<file path="src/rtl/step_sequencer.sv">
// Control-unit step sequencer: step counter, one-hot timing steps,
// run/halt/fault state and an interrupt micro-sequence between instructions.
// Ports: Clk, ResetN (async active-low); Start, StepClear, MemWait,
// Halt, Resume, IntEnable, IntReq in; StepCounter, TimeSteps, Running,
// IntCycle, IntAck, Halted, Fault out (all registered).
module step_sequencer #(
  parameter int STEP_W    = 4,
  parameter int MAX_STEP  = 15,
  parameter int INT_STEPS = 3
) (
  input  logic                 Clk,
  input  logic                 ResetN,
  input  logic                 Start,
  input  logic                 StepClear,
  input  logic                 MemWait,
  input  logic                 Halt,
  input  logic                 Resume,
  input  logic                 IntEnable,
  input  logic                 IntReq,
  output logic [STEP_W-1:0]    StepCounter,
  output logic [2**STEP_W-1:0] TimeSteps,
  output logic                 Running,
  output logic                 IntCycle,
  output logic                 IntAck,
  output logic                 Halted,
  output logic                 Fault
);

  localparam int NSTEPS = 2**STEP_W;
  localparam logic [STEP_W-1:0] MaxCnt = STEP_W'(MAX_STEP);
  localparam logic [STEP_W-1:0] IntLast = STEP_W'(INT_STEPS - 1);
  localparam logic [NSTEPS-1:0] OneHot0 = NSTEPS'(1);

  typedef enum logic [2:0] {
    sIdle, sRun, sIntr, sHalted, sFault
  } state_t;

  state_t state, nState;
  logic [STEP_W-1:0] nCnt;
  logic [1:0] rstSync;
  logic rstN;

  // Assert asynchronously, release on the second clock edge.
  always_ff @(posedge Clk or negedge ResetN) begin
    if (!ResetN) rstSync <= 2'b00;
    else         rstSync <= {rstSync[0], 1'b1};
  end

  assign rstN = rstSync[1];

  always_comb begin
    nState = state;
    nCnt   = StepCounter;
    unique case (state)
      sIdle: begin
        nCnt = '0;
        if (Start) nState = sRun;
      end
      sRun: begin
        if (Halt) begin
          nState = sHalted;
          nCnt   = '0;
        end else if (StepClear) begin
          nCnt = '0;
          if (IntEnable && IntReq) nState = sIntr;
        end else if (MemWait) begin
          nCnt = StepCounter;
        end else if (StepCounter == MaxCnt) begin
          nState = sFault;
        end else begin
          nCnt = StepCounter + 1'b1;
        end
      end
      sIntr: begin
        if (MemWait) begin
          nCnt = StepCounter;
        end else if (StepCounter == IntLast) begin
          nState = sRun;
          nCnt   = '0;
        end else begin
          nCnt = StepCounter + 1'b1;
        end
      end
      sHalted: begin
        nCnt = '0;
        if (Resume) nState = sRun;
      end
      sFault: begin
        nCnt = MaxCnt;
        if (Start) begin
          nState = sRun;
          nCnt   = '0;
        end
      end
      default: begin
        nState = sIdle;
        nCnt   = '0;
      end
    endcase
  end

  always_ff @(posedge Clk or negedge rstN) begin
    if (!rstN) begin
      state       <= sIdle;
      StepCounter <= '0;
      TimeSteps   <= '0;
      Running     <= 1'b0;
      IntCycle    <= 1'b0;
      IntAck      <= 1'b0;
      Halted      <= 1'b0;
      Fault       <= 1'b0;
    end else begin
      state       <= nState;
      StepCounter <= nCnt;
      Running     <= (nState == sRun) || (nState == sIntr);
      IntCycle    <= (nState == sIntr);
      IntAck      <= (nState == sIntr) && (state != sIntr);
      Halted      <= (nState == sHalted);
      Fault       <= (nState == sFault);
      if ((nState == sRun) || (nState == sIntr))
        TimeSteps <= OneHot0 << nCnt;
      else
        TimeSteps <= '0;
    end
  end

endmodule

</file>
<file path="config.mk">
export PLATFORM = sky130hd
export DESIGN_NAME = step_sequencer
export DESIGN_NICKNAME = d
export VERILOG_FILES = /design/src/rtl/step_sequencer.sv
export SDC_FILE = /design/constraint.sdc
export NUM_CORES = 1
export LEC_CHECK = 0
export CAP_MARGIN = 5
export CORE_UTILIZATION = 40
export CTS_BUF_LIST = sky130_fd_sc_hd__clkbuf_8
export CTS_CLUSTER_DIAMETER = 50
export CTS_CLUSTER_SIZE = 25
export DETAILED_ROUTE_END_ITERATION = 10
export GPL_ROUTABILITY_DRIVEN = 0
export PLACE_DENSITY = 0.72
export SLEW_MARGIN = 10
export SYNTH_ARGS = -nofsm -noshare
export SYNTH_HDL_FRONTEND = slang
export SYNTH_SLANG_ARGS = --single-unit
</file>
<file path="constraint.sdc">
create_clock -name Clk -period 1.7 [get_ports Clk]
set_input_delay 0.17 -clock Clk [delete_from_list [all_inputs] [get_ports Clk]]
set_output_delay 0.17 -clock Clk [all_outputs]
set_load 0.05 [all_outputs]
</file>
==> out/metrics.sh <==
DIE-AREA_MM2=0.00336
GRT_UTIL_MET3_PCT=6.25
TIMING.CLOCK.SKEW_NS=0.00670
RESULT_OF_THE_RUN='complete, but fails checks'
FILLER_CELL_COUNT=200
TOP_LEVEL_PORT_COUNT=34
NETSWITCHINGFRACTION_PCT=36.5
LAYOUT_SETUP_WS_NS=-0.461
YOSYS_REGISTER_BITS=30
TOTALPOWERFINAL_mW=3.06
WL_PER_CELL_UM=15.0
CELLINTERNALPOWER_mW=1.94
PLACED_CELLS=195
TIMING.CRITICAL_PATH.TO_TYPE='flip-flop'
HOLD_VIOLATIONS=0
SYNTH_CELL_TYPES=40
PLEAK_nW=0.940
MULTIINPUTGATEAREA_UM2=633
POSTCTSHOLDBUFS=0
WORST_SKEW_PAIR_LATENCY_NS=0.28
GRT.OVERFLOW.TOTAL=0
RR_ENDPOINT='TimeSteps[7]'
HOLD_CLASS='input pin to asynchronous set/reset pin'
CRIT-REG2REG-LAUNCH='state[2]'
CP_DATA_ARRIVAL_TIME_NS=2.37
TRITONCTS='done'
NUMCTSBUFFERS=5
GLOBALROUTEMET2UTIL_PCT=31.4
SETUP_REPAIR_AFTER_GLOBAL_ROUTING_MISSED_ITS_MARGIN='yes'
WORST_SLEW_MARGIN_REL_PCT=65.9
HOLD_SLACK_NS=0.0474
DETAILROUTE.VIA_COUNT=1067
SYN_INST=111
SYNTH_SEQ_AREA_SHARE_PCT=59.9
SYN-CELL-AREA_MM2=0.00125
FINAL_CELLS=207
TIGHTESTPINTRANSITION_NS=0.509
ASYNC_FLOP_SHARE_PCT=100
WORSTPATHREQUIRED_NS=1.91
SEQUENTIALPOWERSHARE_PCT=28.5
IO_BUFFERS=33
NUMCLOCKSINKS=30
ANT_NETS=0
SYN_TO_FINAL_GROWTH_PCT=67.6
DRV_SLEW=0
VIOLATIONS_IN_THE_FINAL_REPORTS='DRC, setup timing'
FINAL-SETUP-VIOL-COUNT=27
FINAL_MIN_PERIOD_OVER_CLOCK_PERIOD_PCT=127
DOMINANTREGCELLSYNTH='sky130_fd_sc_hd__dfrtp_1'
CLOCKBUFFERDEPTH=2
CORE_REGION_AREA_MM2=0.00285
SYNTH-WARNING-COUNT=0
LARGEST_FANOUT_OF_ANY_NET_ON_THE_CRITICAL_PATH=5
DETAILEDROUTE.FIRSTITERATIONVIOLATIONS=33
GLOBAL_ROUTE.USAGE.TOTAL_PCT=19.9
FIRST_PASS_GRT_WIRE_LENGTH_UM=4810
SYNTH-EDFF-COUNT=0
MAX_CAP_VIOLATIONS=0
MOST_COMMON_CELL_AFTER_LAYOUT_FILL_AND_TAPS_ASIDE='sky130_fd_sc_hd__clkdlybuf4s50_1'
DESIGN.FINAL.NETS=186
COMBINATIONAL_SHARE_OF_POWER_PCT=47.5
DRC=3
ROWS=19
DETAILEDPLACEMENTHPWL_UM=2040
TOTAL_SWITCHING_POWER_mW=1.12
GRTUSAGEMET1_PCT=25.0
POWER_DENSITY_mW_PER_MM2=1460
AREA.SEQUENTIAL_UM2=756
DIE_X_UM=58.0
LAYOUT_COMMON_CELLS='sky130_fd_sc_hd__clkdlybuf4s50_1 (29), sky130_fd_sc_hd__dfrtp_1 (26), sky130_fd_sc_hd__buf_4 (24), sky130_fd_sc_hd__nor2_1 (16), sky130_fd_sc_hd__nand2_1 (7)'
CRIT_PATH_START_KIND='flip-flop'
DIEHEIGHT_UM=58.0
GRT_MAX_DEGREE=29
CLKPWRFRAC_PCT=24.0
SETUP.WORST_PATH.CLASS='flip-flop to flip-flop'
ANTENNA_FOUND_INITIAL=0
GRT_PASS1_VIAS=1064
SYNTH_AREA_PER_CELL_UM2=11.3
ANTENNA-DIODE-COUNT=0
FINAL_PERIOD_MINUS_WORST_SETUP_SLACK_NS=2.16
CLKTRANSATPATHREGS_NS=0.07
FRACTION_OF_FINAL_LAYOUT_CELLS_WITH_DRIVE_STRENGTH_GREATER_THAN_1_PCT=40.3
CTS-HTREE-LEVELS=2
PRE_CTS_SLACK_NS=-0.655
FMAX_GHz=0.463
DRTPASS1ITERATIONS=7
GRT_MOST_USED_LAYER='met2'
REG2REGPATHDEPTH=5
SYNTH.NET_COUNT=122
CTS_ROOT_BUF='sky130_fd_sc_hd__clkbuf_8'
FF2FF_SETUP_SLACK_NS=-0.46
IR_DROP_V=0.000701
DRT-TOTAL-WL_UM=3100
FLOORPLAN.INITIALDENSITY_PCT=43.9
VIAS_PER_CELL=5.15
## repair_timing
| item | CTS | global route |
|---|---|---|
| pin swaps | 12 | 8 |
| buffers inserted | 1 | 5 |
| resized for setup | 11 | 18 |
| endpoints found under the setup margin | 27 | 28 |
## state kept, by name (all words and copies together), names as in the netlist
register,count
Fault,1
state,3
IntCycle,1
StepCounter,4
Running,1
rstSync,2
Halted,1
TimeSteps,16
IntAck,1
## worst max-delay path by stage
stage	from	to	slack, ns	depth (start not counted)
final	state[2]	TimeSteps[7]	-0.46	5
after global routing	state[2]	TimeSteps[7]	-0.56	5
after detailed placement	Halt	TimeSteps[7]	-0.66	6
after floorplan	state[1]	TimeSteps[13]	-0.50	6
after CTS	state[1]	TimeSteps[7]	-0.46	5
after global placement	Halt	TimeSteps[13]	-0.63	6
## layout make-up
cell class                      instances  area share, %
Clock inverter                          2           1.61
Timing Repair Buffer                   59           25.6
Multi-Input combinational cell         75           30.2
Tap cell                               31           1.85
Clock buffer                            6           3.93
Sequential cell                        30           36.0
Inverter                                4          0.834
## per-stage QoR
step                      instance area [um2]  util (%)  setup TNS [ns]
after floorplan                          1320         -           -8.50
after global placement                   1830      64.3          -12.20
after detailed placement                 1830      64.3          -12.53
after CTS                                2010      70.4           -8.13
after global routing                     2100      73.6          -10.56
final                                    2100      73.6           -8.69
## critical path: stages, from the launching register on
cell and delay, ns:
sky130_fd_sc_hd__dfrtp_1 0.38, sky130_fd_sc_hd__or4b_4 0.55, sky130_fd_sc_hd__or4_4 0.50, sky130_fd_sc_hd__a22o_4 0.25, sky130_fd_sc_hd__nand4b_1 0.25, sky130_fd_sc_hd__nor2_1 0.15
## routing by layer
layer	part of all wire, %	up-vias
met2	51	32
li1	-	511
met3	5.0	5
met5	0	-
met1	42	519
met4	1.6	0
## cells in the mapped netlist (all sizes together), types with 2 or more instances
| cell type | instances | share of area, % |
|---|---|---|
| xnor2 | 3 | 2.1 |
| or2 | 2 | 1.2 |
| xor2 | 2 | 1.4 |
| nand4b | 2 | 1.4 |
| dfrtp | 30 | 60 |
| nor2b | 2 | 1.0 |
| or4b | 2 | 1.9 |
| o21ai | 2 | 0.80 |
| ha | 2 | 2.0 |
| inv | 4 | 1.2 |
| nor3b | 2 | 1.2 |
| nand2 | 8 | 2.4 |
| nor3 | 4 | 1.6 |
| nor2 | 19 | 5.7 |
| nand3 | 3 | 1.2 |
| o221ai | 2 | 1.4 |
## cell families (layout without fill, tap and decap cells)
logic type | count (synthesis) | count (layout) | synth area share, %
and+or+nand+nor | 53 | 53 | 23.3
DFF | 30 | 30 | 59.9
AOI/OAI and AO/OA | 13 | 13 | 7.79
buffers and inverters | 6 | 71 | 2.40
xor gates and xnor gates | 5 | 5 | 3.50
adders and majority gates | 2 | 2 | 2.00
other | 1 | 1 | 0.299
muxes | 1 | 1 | 0.799
## power groups by stage
stage / combinational (mW) / sequential (mW) / clock, mW
floorplan: 0.543 / 1.18 / 0
global placement: 1.21 / 0.883 / 0
detailed placement: 1.22 / 0.882 / 0
CTS: 1.29 / 0.872 / 0.746
global route: 1.54 / 0.880 / 0.778
finish: 1.45 / 0.873 / 0.735
Power figures use the tool's default switching activity.
